## src/rtl/pipe_stage_reg.sv

```systemverilog
// Parametrised pipeline stage register with valid/ready handshake, optional skid entry,
// synchronous flush, bubble-gated control output and a saturating stall counter.
module pipe_stage_reg #(
    parameter int                DATA_W      = 128,
    parameter int                CTRL_W      = 16,
    parameter logic [CTRL_W-1:0] CTRL_BUBBLE = '0,
    parameter int                SKID        = 1,
    parameter int                CNT_W       = 16
) (
    input  logic              clk,
    input  logic              reset,
    input  logic              flush,
    input  logic              in_valid,
    output logic              in_ready,
    input  logic [DATA_W-1:0] in_data,
    input  logic [CTRL_W-1:0] in_ctrl,
    output logic              out_valid,
    input  logic              out_ready,
    output logic [DATA_W-1:0] out_data,
    output logic [CTRL_W-1:0] out_ctrl,
    input  logic              stall_clr,
    output logic [CNT_W-1:0]  stall_cnt
);

    localparam logic [CNT_W-1:0] CNT_MAX = '1;
    localparam logic [CNT_W-1:0] CNT_ONE = CNT_W'(1);

    logic              m_valid;
    logic [DATA_W-1:0] m_data;
    logic [CTRL_W-1:0] m_ctrl;
    logic              in_xfer;
    logic              out_xfer;
    logic [CNT_W-1:0]  cnt;

    assign in_xfer   = in_valid & in_ready;
    assign out_xfer  = m_valid & out_ready;
    assign out_valid = m_valid;
    assign out_data  = m_data;
    // Downstream hazard logic must never see a stale control word from a dead entry.
    assign out_ctrl  = m_valid ? m_ctrl : CTRL_BUBBLE;
    assign stall_cnt = cnt;

    generate
        if (SKID != 0) begin : g_skid
            logic              s_valid;
            logic [DATA_W-1:0] s_data;
            logic [CTRL_W-1:0] s_ctrl;

            // Ready comes straight from a flop, so upstream never sees out_ready combinationally.
            assign in_ready = ~s_valid;

            always_ff @(posedge clk or posedge reset) begin
                if (reset) begin
                    m_valid <= 1'b0;
                    m_data  <= '0;
                    m_ctrl  <= CTRL_BUBBLE;
                    s_valid <= 1'b0;
                    s_data  <= '0;
                    s_ctrl  <= CTRL_BUBBLE;
                end else if (flush) begin
                    m_valid <= 1'b0;
                    s_valid <= 1'b0;
                    m_ctrl  <= CTRL_BUBBLE;
                    s_ctrl  <= CTRL_BUBBLE;
                end else if (s_valid) begin
                    if (out_xfer) begin
                        m_data  <= s_data;
                        m_ctrl  <= s_ctrl;
                        s_valid <= 1'b0;
                    end
                end else if (in_xfer) begin
                    if (!m_valid || out_xfer) begin
                        m_valid <= 1'b1;
                        m_data  <= in_data;
                        m_ctrl  <= in_ctrl;
                    end else begin
                        s_valid <= 1'b1;
                        s_data  <= in_data;
                        s_ctrl  <= in_ctrl;
                    end
                end else if (out_xfer) begin
                    m_valid <= 1'b0;
                end
            end
        end else begin : g_single
            assign in_ready = ~m_valid | out_ready;

            always_ff @(posedge clk or posedge reset) begin
                if (reset) begin
                    m_valid <= 1'b0;
                    m_data  <= '0;
                    m_ctrl  <= CTRL_BUBBLE;
                end else if (flush) begin
                    m_valid <= 1'b0;
                    m_ctrl  <= CTRL_BUBBLE;
                end else if (in_xfer) begin
                    m_valid <= 1'b1;
                    m_data  <= in_data;
                    m_ctrl  <= in_ctrl;
                end else if (out_xfer) begin
                    m_valid <= 1'b0;
                end
            end
        end
    endgenerate

    always_ff @(posedge clk or posedge reset) begin
        if (reset) begin
            cnt <= '0;
        end else if (stall_clr) begin
            cnt <= '0;
        end else if (m_valid && !out_ready && (cnt != CNT_MAX)) begin
            cnt <= cnt + CNT_ONE;
        end
    end

endmodule

```

## config.mk

```make
export PLATFORM = sky130hd
export DESIGN_NAME = pipe_stage_reg
export DESIGN_NICKNAME = d
export VERILOG_FILES = /design/src/rtl/pipe_stage_reg.sv
export SDC_FILE = /design/constraint.sdc
export NUM_CORES = 1
export LEC_CHECK = 0
export ABC_AREA = 1
export CELL_PAD_IN_SITES_DETAIL_PLACEMENT = 2
export CELL_PAD_IN_SITES_GLOBAL_PLACEMENT = 2
export CORE_ASPECT_RATIO = 1.25
export CORE_MARGIN = 10
export CORE_UTILIZATION = 31
export CTS_BUF_LIST = sky130_fd_sc_hd__clkbuf_8
export CTS_CLUSTER_SIZE = 10
export DETAILED_ROUTE_END_ITERATION = 8
export PLACE_DENSITY = 0.83
export SETUP_SLACK_MARGIN = 0.2
export SKIP_CTS_REPAIR_TIMING = 1
export SLEW_MARGIN = 20
export SYNTH_ARGS = -nofsm -noshare
export SYNTH_HDL_FRONTEND = slang
export SYNTH_SLANG_ARGS = --single-unit
```

## constraint.sdc

```tcl
create_clock -name clk -period 14.7 [get_ports clk]
set_input_delay 4.41 -clock clk [delete_from_list [all_inputs] [get_ports clk]]
set_output_delay 4.41 -clock clk [all_outputs]
set_load 0.05 [all_outputs]
```

Word level (Yosys, flattened, before mapping)
Cells that the tools add are included.

operators by class
  add/subtract/negate cells = 1
  $mul = 0
  divide/modulo/power cells = 0
  magnitude comparators = 0
  equality and inequality tests = 6
  shift-type cells = 0
  multiplexer cells = 26
  bitwise operators = 5
  reductions and logical operators = 17

operator list
  operator                 count
  $mux W128                4
  $mux W16                 12
  $add A16 B1 Y16 const B  1
  $ne A16 B16 Y1 const B   1
  $mux W1                  10
  $reduce_and A3 Y1        3
  $reduce_bool A3 Y1       3
  $reduce_and A4 Y1        2
  $reduce_bool A2 Y1       4
  $ne A2 B2 Y1 const B     3
  $ne A3 B2 Y1 const B     1
  $ne A3 B3 Y1 const B     1
  $not A1 Y1               3
  $and A1 B1 Y1            2
  $logic_and A1 B1 Y1      2
  $logic_not A1 Y1         2
  $logic_or A1 B1 Y1       1

word-level totals
  register bits = 306
  latch bits = 0
  bits in writable memories = 0
  ROM bits = 0
  memories = 0

Depth between registers and ports, before layout
Gate-level depths: netlist of run 1.

  depth in word-level cells = 6
  depth in mapped cells = 10
  gate-level depth less buffers = 9

Worst setup path before layout of run 1
OpenSTA, ideal clock, no wires.

  path kind = flip-flop to output port
  start point = register m_valid (netlist: out_valid)
  end point = output port out_ctrl[10]
  data arrival time = 1.554 ns
  data required time = 10.290 ns
  setup slack = 8.736 ns
  cell stages (with the launch flop) = 5
  path through = dfrtp_1 -> buf_2 -> buf_1 -> nand2_1 -> inv_1

between the ends
  cells in the longest elaborated chain, start to end = 1

ends and longest elaborated chain
  what                    line  source
  from (decl)             28    logic m_valid;
  from (signal assigned)  54    m_valid <= 1'b0;
  from (signal assigned)  61    m_valid <= 1'b0;
  from (signal assigned)  73    m_valid <= 1'b1;
  $mux W16                40    assign out_ctrl = m_valid ? m_ctrl : CTRL_BUBBLE;
  to (decl)               20    output logic [CTRL_W-1:0] out_ctrl,

No other way between the ends.

Final worst setup path of run 1
  start point = input port flush
  end point = register m_data[120] (netlist: out_data[120])

between the ends
  cells in the longest elaborated chain, start to end = 2

ends and longest elaborated chain
  what                         line  source
  from (decl)                  12    input logic flush,
  $not A1 Y1 (no line)         n/a
  $reduce_and A4 Y1 (no line)  n/a
  to (signal assigned)         67    m_data <= s_data;
  to (signal assigned)         74    m_data <= in_data;
  to (decl)                    29    logic [DATA_W-1:0] m_data;

No other way between the ends.
A chain may end at the register's enable or synchronous reset.

==> flow_summary.toml, run 1 <==
[outcome]
status = "finished clean"

[cts]
clk_pin_slew_ps = 60
clock_sinks = 306
cts-buffers-inserted = 52
clockBufferDepth = 3
cts_root_buf = "clkbuf_8"
cts.htree.levels = 2
clk_latency_ps = 590
cts_tree = "built"

[setup_path]
cp_slowest_cell = "buf_4"
r2r-start = "out_valid"
required_ps = 15190
rrSetupSlack_ps = 11370
crit_buf_inv = 4
cp_cell_sequence = "clkdlybuf4s50_1 -> inv_2 -> nand2_1 -> a22oi_2 -> buf_4 -> buf_4 -> nor2_1 -> a21oi_1"
worstRegToRegCells = 9
worstSetupPathType = "primary input to flip-flop"
cp_common_cell = "buf_4"
cpPeakStageDelay_ps = 730
critPathCaptureType = "flip-flop"
critPathTopFamily = "buffers and inverters"
worstSetupStartpointType = "primary input"
cp_data_arrival_time_ps = 7580
reg2reg_to = "out_data[120]"
crit_fanout = 79

[power_and_ir_drop]
max-vdd-ir-drop_v = 0.00008667
power.density_nw_per_um2 = 154.2
p_leak_nw = 8.136
p_total_mw = 2.794

[timing]
period_minus_slack_ps = 7093
hold_violations = 0
fin_setup_tns_ps = 0
rsz0062_at_grt = "false"
fin_crit_sh = 0.4825
final-setup-viol-count = 0
tightest_slew_ps = 1070
maxClockFrequency_mhz = 141.0
maxSlewViolCount = 0
whs_ps = 488.4
clock_skew_ps = 15.15
relSlewSlack = 0.2863
fin_ws_ps = 7607

[hold_path]
hp-class = "flip-flop to flip-flop"
holdPathStages = 2
hp-start = "g_skid.s_data[122]"
worstHoldEndpoint = "g_skid.s_data[122]"

[synthesis]
netlist_instances = 1581
async_flop_share = 1.000
synth_fp_nets = 1732
synthFlopType = "dfrtp_1"
ys_warn_count = 0
yosys.area.top_type_share = 0.5628
syn-mean-instance-area_sq_um = 8.606
synth_edf_count = 0
netlist_area_sq_um = 13610
ys_seq_area_frac = 0.5628
synth.area.top_cells = "dfrtp_1, nand2_1, o21a_1"
yosysTopAreaCell = "dfrtp_1"
ys_types = 28
ys_seq_elements = 306

[global_route]
grt_max_degree = 109
antenna_found_initial = 2
grt_first_pass_wirelength_microns = 75580
grt_pass1_vias = 13410
gr-usage-all-layers = 0.1733
grt-ovfl-total = 0

[cells_and_area]
fill_cells = 4783
multi_input_area_sq_um = 4838
nets = 2010
finalNonFillerCells = 2462
layout-drive-gt1-share = 0.05119
design_area_sq_um = 18120
post-route-util = 0.4185
area_growth_pct = 33.14
register_area_sq_um = 7661

[placement]
preCtsSetupSlack_ps = 7076
routabilityCongestion = 0.7693
place_hpwl_microns = 32290
dpl-instance-area_sq_um = 17060
io_buffers = 311
dp.cells = 2369

[die]
rows = 85
die_area_sq_um = 52730
floorplan.initialDensity = 0.3144
pin_count = 312
core_area_sq_um = 43290
die_h_microns = 254.2
fp.dieW_microns = 207.4

[detailed_routing]
vias_per_cell = 4.860
wl_per_cell_microns = 18.92
drtIter0Drc = 542
vias = 11970
drtAntennaViolNets = 0
wirelength_microns = 46570
remaining_drc_errors = 0
dr.pass1.iters = 4

[job]
cap_violations = 0
-- worst reg2reg max path: cells and delay by family, from the launching register on --
kind                   cells  cell delay, ps
AO/OA/AOI/OAI              2             370
buffers and inverters      4            1880
flip-flops                 1             640
AND/OR/NAND/NOR            3             380
-- power breakdown --
group / switching (mW) / internal [mW] / total [mW]
clock: 0.352 / 0.397 / 0.749
sequential: 0.127 / 1.05 / 1.18
combinational: 0.574 / 0.295 / 0.869
total: 1.05 / 1.74 / 2.79
-- cell usage after synthesis (10+ instances only) --
| cell type | instances |
|---|---|
| buf_2 | 36 |
| a21oi_1 | 132 |
| clkbuf_1 | 46 |
| buf_4 | 14 |
| o21ai_0 | 161 |
| o21a_1 | 128 |
| inv_1 | 176 |
| nor2_1 | 147 |
| nand3_1 | 33 |
| nand2_1 | 349 |
| dfrtp_1 | 306 |
| a22oi_1 | 16 |
| nand4_1 | 10 |
-- per-layer routing --
| layer | global-route usage | part of all wire |
|---|---|---|
| met1 | 0.2005 | 0.41 |
| met2 | 0.3119 | 0.52 |
| met3 | 0.04344 | 0.051 |
| met4 | 0.04803 | 0.020 |
| met5 | 0 | 0 |
-- cell families (layout without fill, tap and decap cells) --
| kind of cell | Yosys count | count (layout) | synth area share |
|---|---|---|---|
| compound gates | 447 | 447 | 0.1919 |
| simple gates | 545 | 545 | 0.1574 |
| fa+ha+maj | 1 | 1 | 0.0009194 |
| xor+xnor | 4 | 4 | 0.002574 |
| flops | 306 | 306 | 0.5628 |
| buf+inv | 278 | 592 | 0.08441 |
| other cells | 0 | 2 | 0 |
-- sequential cells by signal, indices dropped and copies added (netlist names) --
| name | cells |
|---|---|
| g_skid.s_valid | 1 |
| stall_cnt | 16 |
| g_skid.s_data | 128 |
| m_ctrl | 16 |
| out_valid | 1 |
| out_data | 128 |
| g_skid.s_ctrl | 16 |
-- final cells by class --
class                           count  share of cell area
Antenna cell                        2           0.0002763
Clock buffer                       62             0.04710
Clock inverter                     28            0.008012
Inverter                          179             0.03750
Multi-Input combinational cell    997              0.2671
Sequential cell                   306              0.4229
Tap cell                          565             0.03902
Timing Repair Buffer              323              0.1781
-- layout by cell type, fill, tap and decap left out, types with 5 or more instances in the layout --
cell and instances:
nor2_1 146, clkdlybuf4s50_1 311, o21ai_0 161, inv_1 195, nand4_1 10, o21a_1 128, a22oi_1 16, clkbuf_8 62
dfrtp_1 305, nand2_1 349, a21oi_1 132, clkinv_2 5, buf_4 10, nand3_1 32
-- how the worst max path moves through the flow --
| stage | from | to | slack (ps) | depth (start not counted) |
|---|---|---|---|---|
| 3_5_place_dp | reset | out_data[31] | 7080 | 4 |
| 6_report | flush | out_data[120] | 7610 | 8 |
| 2_1_floorplan | reset | g_skid.s_ctrl[0] | 1830 | 1 |
| 5_1_grt | flush | out_data[124] | 7380 | 8 |
| 3_3_place_gp | reset | out_data[31] | 7120 | 4 |
| 4_1_cts | reset | out_data[34] | 7740 | 4 |
Note: power is estimated with default switching activity, not from simulation.
==> inputs of run 2 (changes only) <==
clock period = 6.9 ns   (was 14.7 ns; I/O delays follow)
==> run 2 against run 1 <==
Net effect:
- first-iteration DRC count down 18%
- die area did not move
- clock power rose by 120%
- hold slack got worse by 4.5 ps
- cell area up 0.43%
- non-clock buffer count shrank 4
- flip-flop and latch count unchanged
- critical path depth down 6
- sequential power is 110% higher
==> flow_summary.toml, run 2 (synthesized netlist as in run 1, its figures left out) <==
[global_route]
grt_pass1_vias = 13600
gr-usage-all-layers = 0.1738
grt_first_pass_wirelength_microns = 75740
antenna_found_initial = 3
grt_max_degree = 259
grt-ovfl-total = 0

[setup_path]
critPathCaptureType = "output port"
cp_cell_sequence = "inv_2 -> clkdlybuf4s50_1"
cp_slowest_cell = "dfrtp_4"
cp_data_arrival_time_ps = 2600
cpPeakStageDelay_ps = 1000
crit_buf_inv = 2
critPathTopFamily = "flip-flops"
crit_fanout = 85
r2r-start = "g_skid.s_valid"
crit_start = "g_skid.s_valid"
required_ps = 4830
worstSetupStartpointType = "flip-flop"
worstSetupPathType = "flip-flop to output port"

[die]
pin_count = 312
fp.dieW_microns = 207.4
floorplan.initialDensity = 0.3144
die_h_microns = 254.2
core_area_sq_um = 43290
die_area_sq_um = 52730
rows = 85

[cts]
cts_tree = "built"
clock_sinks = 306
cts.htree.levels = 2
clockBufferDepth = 3
cts_root_buf = "clkbuf_8"
clk_latency_ps = 590
cts-buffers-inserted = 52
clk_pin_slew_ps = 60

[timing]
fin_setup_tns_ps = 0
period_minus_slack_ps = 4668
rsz0062_at_grt = "false"
maxClockFrequency_mhz = 214.2
whs_ps = 483.9
relSlewSlack = 0.2306
hold_violations = 0
final-setup-viol-count = 0
maxSlewViolCount = 0
clock_skew_ps = 14.19
fin_crit_sh = 0.6765
tightest_slew_ps = 1154

[cells_and_area]
finalNonFillerCells = 2463
mostFrequentLayoutCell = "nand2_1"
fill_cells = 4781
nets = 2006
register_area_sq_um = 7661
area_growth_pct = 33.71
multi_input_area_sq_um = 4838
layout-drive-gt1-share = 0.05016
layout_common_cells = "nand2_1, clkdlybuf4s50_1, dfrtp_1"

[detailed_routing]
vias_per_cell = 4.842
vias = 11930
drtIter0Drc = 446
remaining_drc_errors = 0
wirelength_microns = 46550
dr.pass1.iters = 4
drtAntennaViolNets = 0
wl_per_cell_microns = 18.90

[power_and_ir_drop]
p_total_mw = 5.995
max-vdd-ir-drop_v = 0.0002049
p_leak_nw = 8.166
power.density_nw_per_um2 = 329.5

[placement]
place_hpwl_microns = 31210
routabilityCongestion = 0.7638
io_buffers = 311
dp.cells = 2364

[hold_path]
hp-start = "g_skid.s_data[33]"
hp-class = "flip-flop to flip-flop"

[job]
cap_violations = 0

[outcome]
status = "finished clean"
==> run 2: cell types whose count changed in the layout (fill, tap and decap cells not counted), moves of 2 or more <==
cell,previous run,this run
buf_12,0,4
clkbuf_8,62,68
clkinv_2,5,3
buf_4,10,2
diode_2,2,4
==> run 2: metrics by stage <==
step,cell area [sq um],setup slack (ps),util
floorplan,13610,759.0,-
global placement,17070,2322,0.3944
detailed placement,17070,2127,0.3944
CTS,18110,2122,0.4184
global route,18190,2048,0.4202
finish,18190,2232,0.4203
==> run 2: worst min-delay path, cell delays in order, from the launching register on <==
cell and delay (ps):
dfrtp_1 340, nand2_1 50, o21ai_0 60
==> run 2: path summary, 6_finish.rpt <==
| check | cells past startpoint | end | slack, ps |
|---|---|---|---|
| setup reg to reg | 8 | out_data[48] | 3640 |
| setup / recovery | 2 | in_ready | 2230 |
| min in group asynchronous | 3 | g_skid.s_data[2] | 1950 |
| max in group asynchronous | 4 | out_data[74] | 3970 |
| hold reg to reg | 2 | g_skid.s_data[33] | 480 |
| hold / removal | 2 | g_skid.s_data[33] | 480 |
==> run 2: power by group <==
| group | leakage [nW] | internal (mW) | switching, mW |
|---|---|---|---|
| sequential | 3.71 | 2.23 | 0.273 |
| combinational | 3.84 | 0.632 | 1.22 |
| clock | 0.617 | 0.876 | 0.761 |
| total | 8.17 | 3.74 | 2.25 |
==> run 2: per-layer routing <==
metal / share of wire / wire, microns / global-route usage / vias to the layer above
met5: 0 / 0 / 0 / -
li1: - / - / - / 5608
met3: 0.054 / 2516 / 0.04515 / 84
met2: 0.52 / 23980 / 0.3085 / 248
met4: 0.035 / 1622 / 0.07308 / 0
met1: 0.40 / 18440 / 0.1943 / 5987
==> run 2: cell type report <==
type	instances	share of cell area
Sequential cell	306	0.4211
Multi-Input combinational cell	997	0.2659
Timing Repair Buffer	319	0.1794
Clock buffer	68	0.05144
Tap cell	565	0.03886
Inverter	179	0.03714
Clock inverter	25	0.005639
Antenna cell	4	0.0005502
==> inputs of run 3 (changes only) <==
CORE_UTILIZATION = 28   (was 31)
PLACE_DENSITY = 0.79   (was 0.83)
clock period = 3.9 ns   (was 6.9 ns; I/O delays follow)
==> run 3 against run 2 <==
Net effect:
- global-route usage fell by 0.78 points
- critical endpoint is now out_ctrl[11]
- register-to-register slack got worse by 2300 ps
- largest power group unchanged
- largest cell class unchanged
- critical path depth rose by 1
- clock power rose by 100%
==> flow_summary.toml, run 3 (synthesized netlist as in run 1, its figures left out) <==
[timing]
final-setup-viol-count = 0
maxSlewViolCount = 0
period_minus_slack_ps = 3414
hold_violations = 0
relSlewSlack = 0.4255
fin_crit_sh = 0.8754
rsz0062_at_grt = "false"
tightest_slew_ps = 861.8
maxClockFrequency_mhz = 292.9
clock_skew_ps = 13.88
fin_setup_tns_ps = 0

[power_and_ir_drop]
switching_share = 0.3688
switching_power_mw = 4.089
intPower_mw = 6.998
max-vdd-ir-drop_v = 0.0003055
p_leak_nw = 8.321
clock_power_share = 0.303
power.density_nw_per_um2 = 595.3
pwr-share-seq = 0.400
comb_power_share = 0.297

[die]
fp.dieW_microns = 217.2
floorplan.initialDensity = 0.2823
die_h_microns = 266.5
die_area_sq_um = 57870
core_area_sq_um = 48200
pin_count = 312
rows = 90

[cts]
clk_pin_slew_ps = 60
cts_tree = "built"
cts_root_buf = "clkbuf_8"
clk_latency_ps = 630
clock_sinks = 306
cts.htree.levels = 2
clockBufferDepth = 3
cts-buffers-inserted = 56

[setup_path]
worstSetupStartpointType = "flip-flop"
worstRegToRegCells = 6
rrSetupSlack_ps = 1310
cpPeakStageDelay_ps = 810
cp_slowest_cell = "clkdlybuf4s50_1"
crit_fanout = 21
cp_data_arrival_time_ps = 2240
reg2reg_to = "out_data[18]"
crit_end = "out_ctrl[11]"
worstSetupPathType = "flip-flop to output port"
critPathCaptureType = "output port"
cp_cell_sequence = "nand2_1 -> inv_1 -> clkdlybuf4s50_1"
required_ps = 2730
crit_start = "out_valid"
r2r-start = "g_skid.s_valid"

[detailed_routing]
dr.pass1.iters = 4
drtIter0Drc = 598
vias_per_cell = 4.699
wirelength_microns = 48380
drtAntennaViolNets = 0
remaining_drc_errors = 0
vias = 12030
wl_per_cell_microns = 18.91

[hold_path]
hp-class = "flip-flop to flip-flop"

[placement]
place_hpwl_microns = 33410
dp.cells = 2456
routabilityCongestion = 0.7723
dpl-instance-area_sq_um = 17370
io_buffers = 311

[outcome]
status = "finished clean"

[global_route]
gr-usage-all-layers = 0.1660
grt_first_pass_wirelength_microns = 77890
grt_pass1_vias = 13880
grt_max_degree = 175
antenna_found_initial = 2
grt-ovfl-total = 0

[job]
cap_violations = 0

[cells_and_area]
design_area_sq_um = 18630
nets = 2021
finalNonFillerCells = 2559
mostFrequentLayoutCell = "nand2_1"
area_growth_pct = 36.88
layout_common_cells = "nand2_1, clkdlybuf4s50_1, dfrtp_1"
layout-drive-gt1-share = 0.06325
[run 3: cell types whose count changed in the layout (fill, tap and decap cells not counted), sizes merged]
cell	previous run	this run
buf	8	19
clkbuf	68	79
inv	200	194
bufinv	0	2
diode	4	2
clkinv	3	4
[run 3: how the worst min path moves through the flow]
| stage | from | slack [ps] | cells past startpoint | endpoint |
|---|---|---|---|---|
| finish | g_skid.s_data[66] | 490 | 2 | g_skid.s_data[66] |
| global route | g_skid.s_data[34] | 510 | 2 | g_skid.s_data[34] |
| CTS | m_ctrl[9] | 490 | 2 | m_ctrl[9] |
| detailed placement | m_ctrl[9] | 470 | 2 | m_ctrl[9] |
| global placement | g_skid.s_data[66] | 470 | 2 | g_skid.s_data[66] |
| floorplan | g_skid.s_data[100] | 450 | 2 | g_skid.s_data[100] |
[run 3: critical path, delay by kind of cell (launching register included)]
| kind | cells | cell delay, ps |
|---|---|---|
| buf+inv | 2 | 880 |
| flops | 1 | 620 |
| simple gates | 1 | 110 |
[run 3: layout make-up]
class	instances	area, sq um
Sequential cell	306	7662
Antenna cell	2	5.005
Tap cell	644	805.8
Timing Repair Buffer	330	3406
Fill cell	5431	29570
Clock inverter	22	145.1
Clock buffer	79	1087
Multi-Input combinational cell	997	4838
Inverter	179	675.6
[run 3: power groups by stage]
stage	logic [mW]	registers [mW]	clock network, mW
floorplan	0.991	5.46	0
global placement	3.22	4.43	0
detailed placement	3.33	4.48	0
CTS	3.36	4.45	3.50
global route	3.57	4.54	3.63
finish	3.30	4.43	3.36
[run 3: per-stage QoR]
stage	setup slack [ps]	hold WS, ps	power, mW	util
finish	486.0	485.1	11.09	0.3864
global route	327.6	508.2	11.74	0.3864
detailed placement	442.9	473.9	7.818	0.3604
global placement	539.7	465.5	7.647	0.3604
CTS	111.3	491.9	11.30	0.3860
floorplan	-1341	452.9	6.449	-
[run 3: layer usage]
layer / routed length (microns) / share of wire / track usage
met1: 19250 / 0.40 / 0.1850
met2: 24980 / 0.52 / 0.2958
met3: 2341 / 0.048 / 0.04010
met4: 1807 / 0.037 / 0.06982
met5: 0 / 0 / 0
